--- src/rtl/spi_upcount_master_top.sv ---
// SPI up-counter master: tick generator, run/stop/clear FSM, 0..9999 counter, SPI mode-0 frame sender.
// Latency: button edge -> state 3 clocks, status 4 clocks; counter change -> ss low 2 clocks.
// Backpressure: none; counter changes during a busy frame collapse into one pending frame of the latest value.
module spi_upcount_master_top #(
   parameter int TICK_PERIOD_MS = 100,
   parameter int CLK_PER_MS     = 100_000,
   parameter int SCLK_DIV       = 50
) (
   input  logic        clk,
   input  logic        reset,
   input  logic        i_runstop,
   input  logic        i_clear,
   output logic        sclk,
   output logic        mosi,
   input  logic        miso,
   output logic        ss,
   output logic [13:0] o_counter,
   output logic        o_runstop_status,
   output logic        o_tick
);
   localparam int TICK_N = TICK_PERIOD_MS * CLK_PER_MS;
   localparam int TW     = (TICK_N > 1) ? $clog2(TICK_N) : 1;
   localparam int DW     = $clog2(2 * SCLK_DIV + 1);
   localparam logic [TW-1:0] TICK_LAST = TW'(TICK_N - 1);
   localparam logic [DW-1:0] HALF_LAST = DW'(SCLK_DIV - 1);
   localparam logic [DW-1:0] GAP_LAST  = DW'(2 * SCLK_DIV - 1);

   typedef enum logic [1:0] {ST_STOP, ST_RUN, ST_CLEAR} ctrl_state_t;
   typedef enum logic [1:0] {SP_IDLE, SP_XFER, SP_GAP} spi_state_t;

   logic unused_miso;
   assign unused_miso = miso;

   // Buttons are not debounced: a single-cycle pulse must still yield one event.
   logic [1:0] rs_sync, clr_sync;
   logic       rs_d, clr_d;
   logic       rs_ev, clr_ev;

   always_ff @(posedge clk) begin
      if (reset) begin
         rs_sync  <= '0;
         clr_sync <= '0;
         rs_d     <= 1'b0;
         clr_d    <= 1'b0;
      end else begin
         rs_sync  <= {rs_sync[0], i_runstop};
         clr_sync <= {clr_sync[0], i_clear};
         rs_d     <= rs_sync[1];
         clr_d    <= clr_sync[1];
      end
   end

   assign rs_ev  = rs_sync[1] & ~rs_d;
   assign clr_ev = clr_sync[1] & ~clr_d;

   logic [TW-1:0] tick_cnt;

   always_ff @(posedge clk) begin
      if (reset) begin
         tick_cnt <= '0;
         o_tick   <= 1'b0;
      end else if (tick_cnt == TICK_LAST) begin
         tick_cnt <= '0;
         o_tick   <= 1'b1;
      end else begin
         tick_cnt <= tick_cnt + 1'b1;
         o_tick   <= 1'b0;
      end
   end

   ctrl_state_t state;

   always_ff @(posedge clk) begin
      if (reset) begin
         state            <= ST_STOP;
         o_runstop_status <= 1'b0;
      end else begin
         o_runstop_status <= (state == ST_RUN);
         case (state)
            ST_STOP: begin
               if (clr_ev)     state <= ST_CLEAR;
               else if (rs_ev) state <= ST_RUN;
            end
            ST_RUN: begin
               if (clr_ev)     state <= ST_CLEAR;
               else if (rs_ev) state <= ST_STOP;
            end
            default: state <= ST_STOP;
         endcase
      end
   end

   logic [13:0] counter_nxt;
   logic        cnt_upd;

   always_comb begin
      counter_nxt = o_counter;
      if (state == ST_CLEAR)
         counter_nxt = '0;
      else if (state == ST_RUN && o_tick)
         counter_nxt = (o_counter == 14'd9999) ? 14'd0 : o_counter + 14'd1;
   end

   // cnt_upd marks the cycle in which o_counter already holds the new value.
   always_ff @(posedge clk) begin
      if (reset) begin
         o_counter <= '0;
         cnt_upd   <= 1'b0;
      end else begin
         o_counter <= counter_nxt;
         cnt_upd   <= (counter_nxt != o_counter);
      end
   end

   spi_state_t    spi_state;
   logic [DW-1:0] div_cnt;
   logic [3:0]    bit_cnt;
   logic [15:0]   shreg;
   logic          pend;

   always_ff @(posedge clk) begin
      if (reset) begin
         spi_state <= SP_IDLE;
         div_cnt   <= '0;
         bit_cnt   <= '0;
         shreg     <= '0;
         pend      <= 1'b0;
         sclk      <= 1'b0;
         mosi      <= 1'b0;
         ss        <= 1'b1;
      end else begin
         if (cnt_upd) pend <= 1'b1;
         case (spi_state)
            SP_IDLE: begin
               if (cnt_upd || pend) begin
                  // Frame MSB is the zero pad, so mosi starts low.
                  shreg     <= {2'b00, o_counter};
                  mosi      <= 1'b0;
                  ss        <= 1'b0;
                  sclk      <= 1'b0;
                  div_cnt   <= '0;
                  bit_cnt   <= '0;
                  pend      <= 1'b0;
                  spi_state <= SP_XFER;
               end
            end
            SP_XFER: begin
               if (div_cnt == HALF_LAST) begin
                  div_cnt <= '0;
                  if (!sclk) begin
                     sclk <= 1'b1;
                  end else if (bit_cnt == 4'd15) begin
                     sclk      <= 1'b0;
                     ss        <= 1'b1;
                     mosi      <= 1'b0;
                     spi_state <= SP_GAP;
                  end else begin
                     sclk    <= 1'b0;
                     shreg   <= {shreg[14:0], 1'b0};
                     mosi    <= shreg[14];
                     bit_cnt <= bit_cnt + 4'd1;
                  end
               end else begin
                  div_cnt <= div_cnt + 1'b1;
               end
            end
            SP_GAP: begin
               if (div_cnt == GAP_LAST) begin
                  div_cnt   <= '0;
                  spi_state <= SP_IDLE;
               end else begin
                  div_cnt <= div_cnt + 1'b1;
               end
            end
            default: spi_state <= SP_IDLE;
         endcase
      end
   end
endmodule

--- config.mk ---
export PLATFORM = sky130hd
export DESIGN_NAME = spi_upcount_master_top
export DESIGN_NICKNAME = d
export VERILOG_FILES = /design/src/rtl/spi_upcount_master_top.sv
export SDC_FILE = /design/constraint.sdc
export NUM_CORES = 1
export LEC_CHECK = 0
export BUFFER_PORTS_ARGS = -buffer_cell sky130_fd_sc_hd__buf_2
export CAP_MARGIN = 15
export CORE_MARGIN = 2
export CORE_UTILIZATION = 60
export DETAILED_ROUTE_END_ITERATION = 12
export GPL_ROUTABILITY_DRIVEN = 0
export PLACE_DENSITY = 0.81
export SYNTH_ARGS = -nofsm -noshare
export SYNTH_HDL_FRONTEND = slang
export SYNTH_SLANG_ARGS = --single-unit
--- constraint.sdc ---
create_clock -name clk -period 2.5 [get_ports clk]
set_clock_uncertainty 0.1 [all_clocks]
set_input_delay 0.125 -clock clk [delete_from_list [all_inputs] [get_ports clk]]
set_output_delay 0.125 -clock clk [all_outputs]
set_load 0.1 [all_outputs]
# [After elaboration in Yosys (flattened, before gate mapping)]
# Cells that the tools add are included.
[totals] reg_bits=81 inputBits=5 out_inout_bits=19 wordCells=102
[classes] addsub=4 eq_ne=18 mux=44 bitwise_logic=4 reduce_logical=14
[ops] cell="2-to-1 mux 15 bit" n=4
[ops] cell="2-to-1 mux 14 bit" n=3
[ops] cell="case mux 15 bit (2 select lines)" n=1
[ops] cell="adder 24 x 1 -> 24 bit (second input constant)" n=1
[ops] cell="== test 24 bit (second input constant)" n=1
[ops] cell="2-to-1 mux 7 bit" n=3
[ops] cell="case mux 7 bit (3 select lines)" n=1
[ops] cell="2-to-1 mux 2 bit" n=9
[ops] cell="2-to-1 mux 4 bit" n=4
[ops] cell="AND reduction 5 bit" n=3
[ops] cell="adder 14 x 1 -> 14 bit (second input constant)" n=1
[ops] cell="== test 14 bit (second input constant)" n=1
[ops] cell="!= test 14 bit" n=1
[ops] cell="2-to-1 mux 1 bit" n=13
[ops] cell="!= test 2 bit (second input constant)" n=6
[ops] cell="case mux 4 bit (2 select lines)" n=1
[ops] cell="adder 7 x 1 -> 7 bit (second input constant)" n=1
[ops] cell="== test 7 x 6 -> 1 bit (second input constant)" n=1
[ops] cell="== test 7 bit (second input constant)" n=1
[ops] cell="!= test 3 bit (second input constant)" n=2
[ops] cell="case mux 1 bit (2 select lines)" n=3
[ops] cell="case mux 2 bit (3 select lines)" n=1
[ops] cell="adder 4 x 1 -> 4 bit (second input constant)" n=1
[ops] cell="== test 2 x 1 -> 1 bit (second input constant)" n=2
[ops] cell="14 further kinds" n=19

# [Longest topological paths before layout]
# Gate-level depths: netlist of the first run.
[logic_depth] depth_word=5 depth_mapped=7 depth_no_buf=6

# [Least setup slack after synthesis of the first run]
# Ideal clock, no wire load.
[synth_path] path_kind="register -> register" startpoint="reg o_counter[2]" endpoint="reg o_counter[13]" t_arrival_ps=2358 required_time_ps=2329 setup_slack_ps=-28 path_stages_with_launch=5 path_buffers=0 synth_period_minus_slack_ps=2528 path_cell_list="dfxtp_1 -> nand3_1 -> or4_4 -> or3_1 -> a21oi_1"
[synth_via] elab_chain_cells=4 word_cells_on_any_way=5
[synth_rtl] item="start, declared" line_no="17" rtl="output logic [13:0] o_counter,"
[synth_rtl] item="start signal, assigned" line_no="110" rtl="o_counter <= counter_nxt;"
[synth_rtl] item="adder 14 x 1 -> 14 bit or == test 14 bit (tied branches)" line_no="101" rtl="counter_nxt = (o_counter == 14'd9999) ? 14'd0 : o_counter + 14'd1;"
[synth_rtl] item="2-to-1 mux 14 bit (*)" line_no="101"
[synth_rtl] item="2-to-1 mux 14 bit (*)" line_no="100" rtl="else if (state == ST_RUN && o_tick)"
[synth_rtl] item="2-to-1 mux 14 bit (*)" line_no="98" rtl="if (state == ST_CLEAR)"
# Mark *: on every way between the ends. The rest lies on a longest branch, timed or not.
# A chain may end at the register's enable or synchronous reset.

# [Worst setup path after layout of the first run]
[layout_path] startpoint="reg spi_state[0]" endpoint="reg shreg[7]"
[layout_via] elab_chain_cells=3 word_cells_on_any_way=9
[layout_rtl] item="start, declared" line_no="115" rtl="spi_state_t spi_state;"
[layout_rtl] item="start signal, assigned" line_no="123" rtl="spi_state <= SP_IDLE;"
[layout_rtl] item="start signal, assigned" line_no="144" rtl="spi_state <= SP_XFER;"
[layout_rtl] item="start signal, assigned" line_no="156" rtl="spi_state <= SP_GAP;"
[layout_rtl] item="== test 2 x 1 -> 1 bit or logical NOT 2 bit (tied branches)" line_no="133" rtl="case (spi_state)"
[layout_rtl] item="!= test 2 bit (no line) or nonzero test 2 bit (tied branches)"
[layout_rtl] item="AND reduction 5 bit (no line)"
[layout_rtl] item="end signal, assigned" line_no="137" rtl="shreg <= {2'b00, o_counter};"
[layout_rtl] item="end signal, assigned" line_no="159" rtl="shreg <= {shreg[14:0], 1'b0};"
[layout_rtl] item="end, declared" line_no="118" rtl="logic [15:0] shreg;"
# Several ways; a longest one is shown, not always the timed one.

==> flow_metrics.env, run 1 <==
export IMPL_overflow=0
export IMPL_r2r_slack_ns=0.26
export IMPL_startpoint_type="flip-flop"
export IMPL_crit_buf_inv=1
export IMPL_dieArea_um2=7220
export IMPL_cp_top_family="simple AND/OR/NAND/NOR gates"
export IMPL_diodes=0
export IMPL_setup_violations=0
export IMPL_tightest_slew_ns=0.527
export IMPL_grt_pass1_vias=3017
export IMPL_dr_pass1_iters=5
export IMPL_antenna_found_initial=0
export IMPL_relSlewSlack_pct=64.8
export IMPL_die_width_um=85.0
export IMPL_hold_viol=0
export IMPL_nets=483
export IMPL_rsz0062_at_grt="false"
export IMPL_final_cell_mix="78 x dfxtp_1, 30 x nor2_1, 29 x a21oi_1"
export IMPL_holdWs_ns=0.0318
export IMPL_cts_resized=0
export IMPL_hpwl_mm=5.57
export IMPL_syn_area_um2=3930
export IMPL_synth_edff_count=0
export IMPL_yosysWarningCount=0
export IMPL_vias_per_cell=6.07
export IMPL_yosys_register_bits=81
export IMPL_via_count=3345
export IMPL_max_freq_ghz=0.447
export IMPL_dpl_cell_area_um2=4120
export IMPL_postLayoutCellArea_um2=4320
export IMPL_crit_required_ns=2.67
export IMPL_wire_per_inst_um=14.4
export IMPL_cp_slowest_stage_delay_ns=0.51
export IMPL_critPathSlowestCell="or3b_2"
export IMPL_synth_main_ff_cell="dfxtp_1"
export IMPL_clock_sinks=81
export IMPL_cap_violations=0
export IMPL_root_buffer="clkbuf_8"
export IMPL_worstPathMaxFanout=13
export IMPL_layout_commonest_cell="dfxtp_1"
export IMPL_endpoint_kind="flip-flop"
export IMPL_post_cts_buffers=0
export IMPL_tritoncts="done"
export IMPL_rows=29
export IMPL_hold_class="input pin to flip-flop"
export IMPL_status="completed"
export IMPL_syn2layout_area_growth_pct=9.89
export IMPL_drc=0
export IMPL_grt_start_max_net_pins=37
export IMPL_ys_seq_area_share_pct=41.2
export IMPL_power_density_nw_per_um2=589
export IMPL_ys_types=52
export IMPL_core_area_um2=6350
export IMPL_drv_slew=0
export IMPL_cts_hold_fix_buffers=2
export IMPL_setup_tns_ns=0
export IMPL_clk_latency_ns=0.35
export IMPL_ios=24
export IMPL_cts_inserted_buffers=9
export IMPL_power_mw=2.55
export IMPL_p_leak_nw=1.44
export IMPL_cts_path_max_buffers=2
export IMPL_timing_final_crit_share_pct=89.5
export IMPL_drt_wl_total_mm=7.95
export IMPL_critPathKind="flip-flop to flip-flop"
export IMPL_grt_pass1_wl_mm=13.9
export IMPL_cts_clk_slew_worst_paths_ns=0.09
export IMPL_initial_core_util_pct=62.0
export IMPL_syn_num_nets=462
export IMPL_die_h_um=85.0
export IMPL_peakVddDrop_mv=0.381
export IMPL_syn_instance_count=448
export IMPL_grt_use_total_pct=23.1
export IMPL_fill_cells=492
export IMPL_dr_first_iter_drc_count=218
export IMPL_htree_levels=3
export IMPL_crit_arrival_ns=2.40
export IMPL_async_flop_share_pct=0
export IMPL_path_cells="inv_1, ha_1, or3b_2, nand4_1, nand2_1, a211oi_1"
export IMPL_drive_gt1_share_pct=12.9
export IMPL_ant_nets=0
export IMPL_syn_area_per_cell_um2=8.78
export IMPL_port_buffers=22
export IMPL_min_period_ns=2.24
==> metal layers <==
| layer | GRT usage [%] | wire length (um) |
|---|---|---|
| met1 | 30.7 | 3820 |
| met2 | 38.1 | 3710 |
| met3 | 3.60 | 285 |
| met4 | 8.51 | 137 |
| met5 | 0 | 0 |
==> per-stage QoR <==
step / cells / worst slack, ns / utilization (%)
final: 551 / 0.262 / 68.1
after global routing: 551 / 0.0713 / 68.1
after CTS: 551 / 0.288 / 68.1
after detailed placement: 533 / 0.303 / 64.8
after global placement: 533 / 0.369 / 64.8
after floorplan: 448 / 0.0645 / -
==> state kept, by name, summed over array words and instances, names as in the netlist, 2 cells and up <==
register / flops
rs_sync: 2
shreg: 15
bit_cnt: 4
spi_state: 2
tick_cnt: 24
clr_sync: 2
div_cnt: 7
o_counter: 14
state: 2
==> worst reg2reg max path, delay by kind of cell (launching register included) <==
kind | cells | cell delay [ns]
simple gates | 3 | 1.01
flops | 1 | 0.35
fa+ha+maj | 1 | 0.30
compound gates | 1 | 0.30
buf+inv | 1 | 0.09
==> synth_stat cells (2+ instances only) <==
cell type | count | area [um2]
or2_2 | 3 | 18.8
a21oi_1 | 29 | 145
a31oi_1 | 3 | 18.8
and3_1 | 6 | 37.5
inv_1 | 11 | 41.3
ha_1 | 9 | 113
xor2_1 | 7 | 61.3
nor2_1 | 30 | 113
buf_1 | 2 | 7.51
nor3b_1 | 2 | 15.0
nor4_1 | 14 | 87.6
nand2_1 | 23 | 86.3
mux2i_1 | 16 | 160
or3_1 | 16 | 100
xnor2_1 | 15 | 131
a211oi_1 | 18 | 135
nor3_1 | 21 | 105
o21ai_0 | 21 | 105
nand4_1 | 13 | 81.3
o31ai_1 | 4 | 30.0
nand3_1 | 22 | 110
o211ai_1 | 2 | 15.0
a21boi_1 | 2 | 15.0
clkbuf_1 | 15 | 56.3
o2111ai_1 | 5 | 43.8
nand3_2 | 2 | 20.0
nand2b_1 | 10 | 62.6
and4_1 | 2 | 17.5
nor2b_1 | 12 | 75.1
dfxtp_1 | 81 | 1620
nor4bb_1 | 2 | 20.0
buf_2 | 5 | 25.0
or4_1 | 6 | 45.0
==> power breakdown <==
group | switching (mW) | internal (mW) | total, mW
logic | 0.172 | 0.108 | 0.280
clock network | 0.506 | 0.398 | 0.904
registers | 0.0273 | 1.34 | 1.36
total | 0.705 | 1.84 | 2.55
==> cell type report <==
cell class	instances	area, um2	area share [%]
timing repair buffer	33	198	4.57
clock buffer	10	138	3.18
clock inverter	6	50.0	1.16
sequential	81	1630	37.6
tap	77	96.3	2.23
multi-input combinational	333	2170	50.3
inverter	11	41.3	0.955
==> final timing paths <==
path / endpoint / start / depth (start not counted)
worst min register to register: rs_sync[1] / rs_sync[0] / 1
worst max register to register: shreg[7] / spi_state[0] / 6
worst min-delay path: tick_cnt[2] / reset / 2
worst max-delay path: shreg[7] / spi_state[0] / 6
==> cells by family after synthesis <==
kind of cell / share of synthesized area [%]
flip-flops: 41.2
adder cells (fa/ha/maj): 2.86
multiplexers: 4.07
AO/OA/AOI/OAI: 14.5
XOR/XNOR: 4.90
AND/OR/NAND/NOR: 28.9
buffers and inverters: 3.50
(Power assumes the default switching activity.)
==> run 2, diff against run 1 <==
--- a/config.mk
+++ b/config.mk
@@ -8,10 +8,10 @@
 export BUFFER_PORTS_ARGS = -buffer_cell sky130_fd_sc_hd__buf_2
 export CAP_MARGIN = 15
 export CORE_MARGIN = 2
-export CORE_UTILIZATION = 60
+export CORE_UTILIZATION = 55
 export DETAILED_ROUTE_END_ITERATION = 12
 export GPL_ROUTABILITY_DRIVEN = 0
-export PLACE_DENSITY = 0.81
+export PLACE_DENSITY = 0.75
 export SYNTH_ARGS = -nofsm -noshare
 export SYNTH_HDL_FRONTEND = slang
 export SYNTH_SLANG_ARGS = --single-unit
==> run 2 against run 1 <==
Net effect: critical path depth unchanged; sequential share of layout area decreased by 0.46 points; design area increased by 1.2%; global-route usage decreased by 1.2 points; fmax decreased by 2.4%; largest cell class unchanged; highest routed layer unchanged.
==> flow_metrics.env, run 2 (synthesis results as in run 1) <==
export IMPL_relSlewSlack_pct=56.8
export IMPL_clk_latency_ns=0.35
export IMPL_drt_wl_total_mm=8.29
export IMPL_htree_levels=3
export IMPL_cap_violations=0
export IMPL_die_width_um=88.6
export IMPL_clock_sinks=81
export IMPL_initial_core_util_pct=57.3
export IMPL_startpoint_type="flip-flop"
export IMPL_largestRegisters="tick_cnt (24), shreg (15), o_counter (14)"
export IMPL_layout_commonest_cell="dfxtp_1"
export IMPL_drv_slew=0
export IMPL_hold_viol=0
export IMPL_overflow=0
export IMPL_dr_pass1_iters=5
export IMPL_wire_per_inst_um=14.5
export IMPL_crit_arrival_ns=2.46
export IMPL_peakVddDrop_mv=0.349
export IMPL_worstPathMaxFanout=13
export IMPL_dr_first_iter_drc_count=234
export IMPL_grt_start_max_net_pins=29
export IMPL_setup_violations=0
export IMPL_nets=484
export IMPL_ant_nets=0
export IMPL_cts_path_max_buffers=2
export IMPL_via_count=3323
export IMPL_grt_pass1_wl_mm=13.5
export IMPL_post_cts_buffers=0
export IMPL_ios=24
export IMPL_min_period_ns=2.29
export IMPL_vias_per_cell=5.82
export IMPL_port_buffers=22
export IMPL_hpwl_mm=5.64
export IMPL_p_leak_nw=1.45
export IMPL_final_cell_mix="78 x dfxtp_1, 29 x nor2_1, 29 x a21oi_1"
export IMPL_setup_tns_ns=0
export IMPL_tritoncts="done"
export IMPL_largest_reg_flops=24
export IMPL_syn2layout_area_growth_pct=11.3
export IMPL_grt_use_total_pct=21.9
export IMPL_tightest_slew_ns=0.648
export IMPL_power_density_nw_per_um2=606
export IMPL_critPathKind="flip-flop to flip-flop"
export IMPL_core_area_um2=6870
export IMPL_status="completed"
export IMPL_rows=30
export IMPL_diodes=0
export IMPL_dieArea_um2=7840
export IMPL_final_util_pct=63.7
export IMPL_timing_final_crit_share_pct=91.7
export IMPL_rsz0062_at_grt="false"
export IMPL_drc=0
export IMPL_cts_clk_slew_worst_paths_ns=0.09
export IMPL_die_h_um=88.6
export IMPL_cts_inserted_buffers=9
export IMPL_endpoint_kind="flip-flop"
export IMPL_top_register="tick_cnt"
export IMPL_root_buffer="clkbuf_8"
export IMPL_antenna_found_initial=0
export IMPL_drive_gt1_share_pct=13.3
export IMPL_max_freq_ghz=0.436
export IMPL_crit_required_ns=2.67
export IMPL_hold_class="input pin to flip-flop"
export IMPL_grt_pass1_vias=2791
run 2: cell count changes in the layout (fill, tap and decap cells not counted):
cell        previous run  this run
buf_4                  9        10
bufinv_16              0         1
clkbuf_8              10         9
clkinv_4               2         1
clkinvlp_4             2         1
inv_6                  2         3
inv_8                  0         1
nor2_1                30        29
nor2_2                 0         1
run 2: cell type report:
class,count,area (um2)
inverter,11,41.3
clock inverter,7,83.8
clock buffer,9,124
tap,96,120
sequential,81,1630
timing repair buffer,34,205
fill,610,2490
multi-input combinational,333,2180
run 2: routing by layer:
metal | vias to the layer above | track usage (%) | part of all wire, %
li1 | 1695 | - | -
met1 | 1552 | 29.8 | 47
met2 | 74 | 34.2 | 48
met3 | 2 | 5.78 | 3.8
met4 | 0 | 6.75 | 0.47
met5 | - | 0 | 0
run 2: through the flow:
stage / cells / hold slack [ns] / setup slack [ns] / power, mW / cell area, um2
floorplan: 448 / 0.153 / 0.0645 / 1.61 / 3940
global placement: 553 / 0.245 / 0.301 / 1.66 / 4150
detailed placement: 553 / 0.252 / 0.231 / 1.67 / 4150
CTS: 571 / 0.0610 / 0.188 / 2.68 / 4370
global route: 571 / 0.0801 / 0.0547 / 2.77 / 4380
finish: 571 / 0.0757 / 0.208 / 2.65 / 4380
run 2: final timing paths:
| check | start | to | slack, ns | cells after the start |
|---|---|---|---|---|
| worst max-delay path | spi_state[1] | shreg[3] | 0.21 | 6 |
| worst min-delay path | reset | tick_cnt[2] | 0.08 | 2 |
| worst max register to register | spi_state[1] | shreg[3] | 0.21 | 6 |
| worst min register to register | clr_sync[0] | clr_sync[1] | 0.35 | 1 |
run 2: worst max-delay path, cell delays in order (launching register included):
cell and delay (ns):
dfxtp_1 0.35, inv_1 0.10, ha_1 0.30, or3b_2 0.52, nand4_1 0.21, nand2_1 0.33, a211oi_1 0.30
run 2: timing repair:
action	in CTS	in global routing
setup endpoints to repair	0	7
gates resized for setup	0	1
hold endpoints to repair	2	0
hold buffers	2	0
run 2: power by group:
part | switching (mW) | internal [mW]
registers | 0.0264 | 1.34
clock network | 0.521 | 0.481
logic | 0.178 | 0.111
==> run 3, diff against run 2 <==
--- a/config.mk
+++ b/config.mk
@@ -7,6 +7,7 @@
 export LEC_CHECK = 0
 export BUFFER_PORTS_ARGS = -buffer_cell sky130_fd_sc_hd__buf_2
 export CAP_MARGIN = 15
+export CORE_ASPECT_RATIO = 0.6
 export CORE_MARGIN = 2
 export CORE_UTILIZATION = 55
 export DETAILED_ROUTE_END_ITERATION = 12
==> run 3 against run 2 <==
Net effect: non-clock buffer count increased by 1; largest power group is now the clock network; register-to-register slack improved by 0.02 ns; largest cell class unchanged; sequential power about the same; setup slack improved by 0.017 ns.
==> flow_metrics.env, run 3 (synthesis results as in run 1) <==
export IMPL_cts_clk_slew_worst_paths_ns=0.06
export IMPL_relSlewSlack_pct=63.0
export IMPL_startpoint_type="flip-flop"
export IMPL_r2r_cells=6
export IMPL_clockPowerShare_pct=46.9
export IMPL_status="completed"
export IMPL_min_period_ns=2.28
export IMPL_p_leak_nw=1.53
export IMPL_rsz0062_at_grt="false"
export IMPL_setup_ws_ns=0.225
export IMPL_hold_start="reset"
export IMPL_nets=485
export IMPL_fill_cells=563
export IMPL_hold_viol=0
export IMPL_crit_arrival_ns=2.42
export IMPL_via_count=3423
export IMPL_power_density_nw_per_um2=694
export IMPL_rows=23
export IMPL_final_cell_mix="78 x dfxtp_1, 30 x nor2_1, 29 x a21oi_1"
export IMPL_overflow=0
export IMPL_drv_slew=0
export IMPL_grt_pass1_vias=3146
export IMPL_die_width_um=113
export IMPL_vias_per_cell=6.08
export IMPL_timing_final_crit_share_pct=91.0
export IMPL_layout_commonest_cell="dfxtp_1"
export IMPL_ios=24
export IMPL_critPathKind="flip-flop to flip-flop"
export IMPL_final_util_pct=66.3
export IMPL_htree_levels=3
export IMPL_p_switching_uw=717
export IMPL_grt_use_total_pct=23.5
export IMPL_crit_required_ns=2.65
export IMPL_dr_pass1_iters=5
export IMPL_hpwl_mm=6.14
export IMPL_endpoint_kind="flip-flop"
export IMPL_antenna_found_initial=0
export IMPL_setup_tns_ns=0
export IMPL_die_h_um=69.5
export IMPL_grt_start_max_net_pins=50
export IMPL_ant_nets=0
export IMPL_drc=0
export IMPL_pre_cts_ws_ns=0.286
export IMPL_dp_cells=545
export IMPL_diodes=0
export IMPL_post_cts_buffers=0
export IMPL_grt_pass1_wl_mm=14.8
export IMPL_syn2layout_area_growth_pct=14.5
export IMPL_fin_cells=563
export IMPL_reg2reg_from="spi_state[0]"
export IMPL_cts_inserted_buffers=9
export IMPL_cts_path_max_buffers=2
export IMPL_worstPathMaxFanout=13
export IMPL_combPwrFrac_pct=9.4
export IMPL_drt_wl_total_mm=8.77
export IMPL_dieArea_um2=7870
export IMPL_tritoncts="done"
export IMPL_hold_end="o_counter[1]"
export IMPL_drive_gt1_share_pct=13.2
export IMPL_dr_first_iter_drc_count=313
export IMPL_clock_sinks=81
export IMPL_tightest_slew_ns=0.550
export IMPL_peakVddDrop_mv=0.470
export IMPL_initial_core_util_pct=57.9
export IMPL_core_area_um2=6790
export IMPL_clk_latency_ns=0.34
export IMPL_holdWs_ns=0.0164
export IMPL_top_register="tick_cnt"
export IMPL_wire_per_inst_um=15.6
export IMPL_r2r_slack_ns=0.22
export IMPL_r2r_end="shreg[1]"
export IMPL_cts_resized=0
export IMPL_root_buffer="clkbuf_16"
export IMPL_p_int_mw=2.41
export IMPL_switching_share_pct=23.0
export IMPL_hold_path_depth=3
export IMPL_port_buffers=22
export IMPL_setup_violations=0
export IMPL_hold_class="input pin to flip-flop"
export IMPL_largest_reg_flops=24
export IMPL_cap_violations=0
export IMPL_largestRegisters="tick_cnt (24), shreg (15), o_counter (14)"
export IMPL_seqPwrFrac_pct=43.7
export IMPL_max_freq_ghz=0.440
run 3: cell count changes in the layout (fill, tap and decap cells not counted), sizes merged:
cell      before  now
clkinvlp       1    0
bufinv         1    2
clkinv         1    2
inv           15   11
clkbuf         9   12
buf           32   33
run 3: final cells by class:
cell class	count	area, um2	area share, %
flip-flops and latches	81	1630	36.1
well taps	87	109	2.42
inverters	11	41.3	0.917
repair buffers	35	213	4.72
clock inverters	4	73.8	1.64
clock buffers	12	267	5.92
multi-input cells	333	2170	48.3
run 3: worst max-delay path by stage:
stage,cells after the start,to,startpoint
global placement,6,shreg[3],spi_state[0]
detailed placement,6,shreg[3],spi_state[0]
floorplan,4,o_counter[13],o_counter[4]
global route,6,shreg[8],spi_state[1]
finish,6,shreg[1],spi_state[0]
CTS,6,shreg[1],spi_state[0]
run 3: layer usage:
layer / track usage, % / routed length (um)
met1: 33.3 / 4250
met2: 33.3 / 3740
met3: 8.13 / 675
met4: 8.27 / 105
met5: 0 / 0
run 3: what timing repair did:
item | CTS | global route
hold buffers | 2 | 0
hold endpoints to repair | 2 | 0
setup endpoints to repair | 0 | 0
run 3: worst max-delay path, cell delays in order, from the launching register on:
cell      delay, ns
dfxtp_1        0.34
inv_1          0.10
ha_1           0.29
or3b_2         0.52
nand4_1        0.19
nand2_1        0.33
a211oi_1       0.32
run 3: per-stage QoR:
stage	total power, mW	instance area (um2)
2_1_floorplan	1.61	3940
3_3_place_gp	1.67	4140
3_5_place_dp	1.68	4140
4_1_cts	3.15	4500
5_1_grt	3.23	4500
6_report	3.12	4500
run 3: power by group through the flow:
stage	registers, mW	logic, mW	clock network, mW
2_1_floorplan	1.41	0.200	0
3_3_place_gp	1.39	0.279	0
3_5_place_dp	1.39	0.287	0
4_1_cts	1.37	0.291	1.49
5_1_grt	1.37	0.318	1.55
6_report	1.37	0.293	1.47
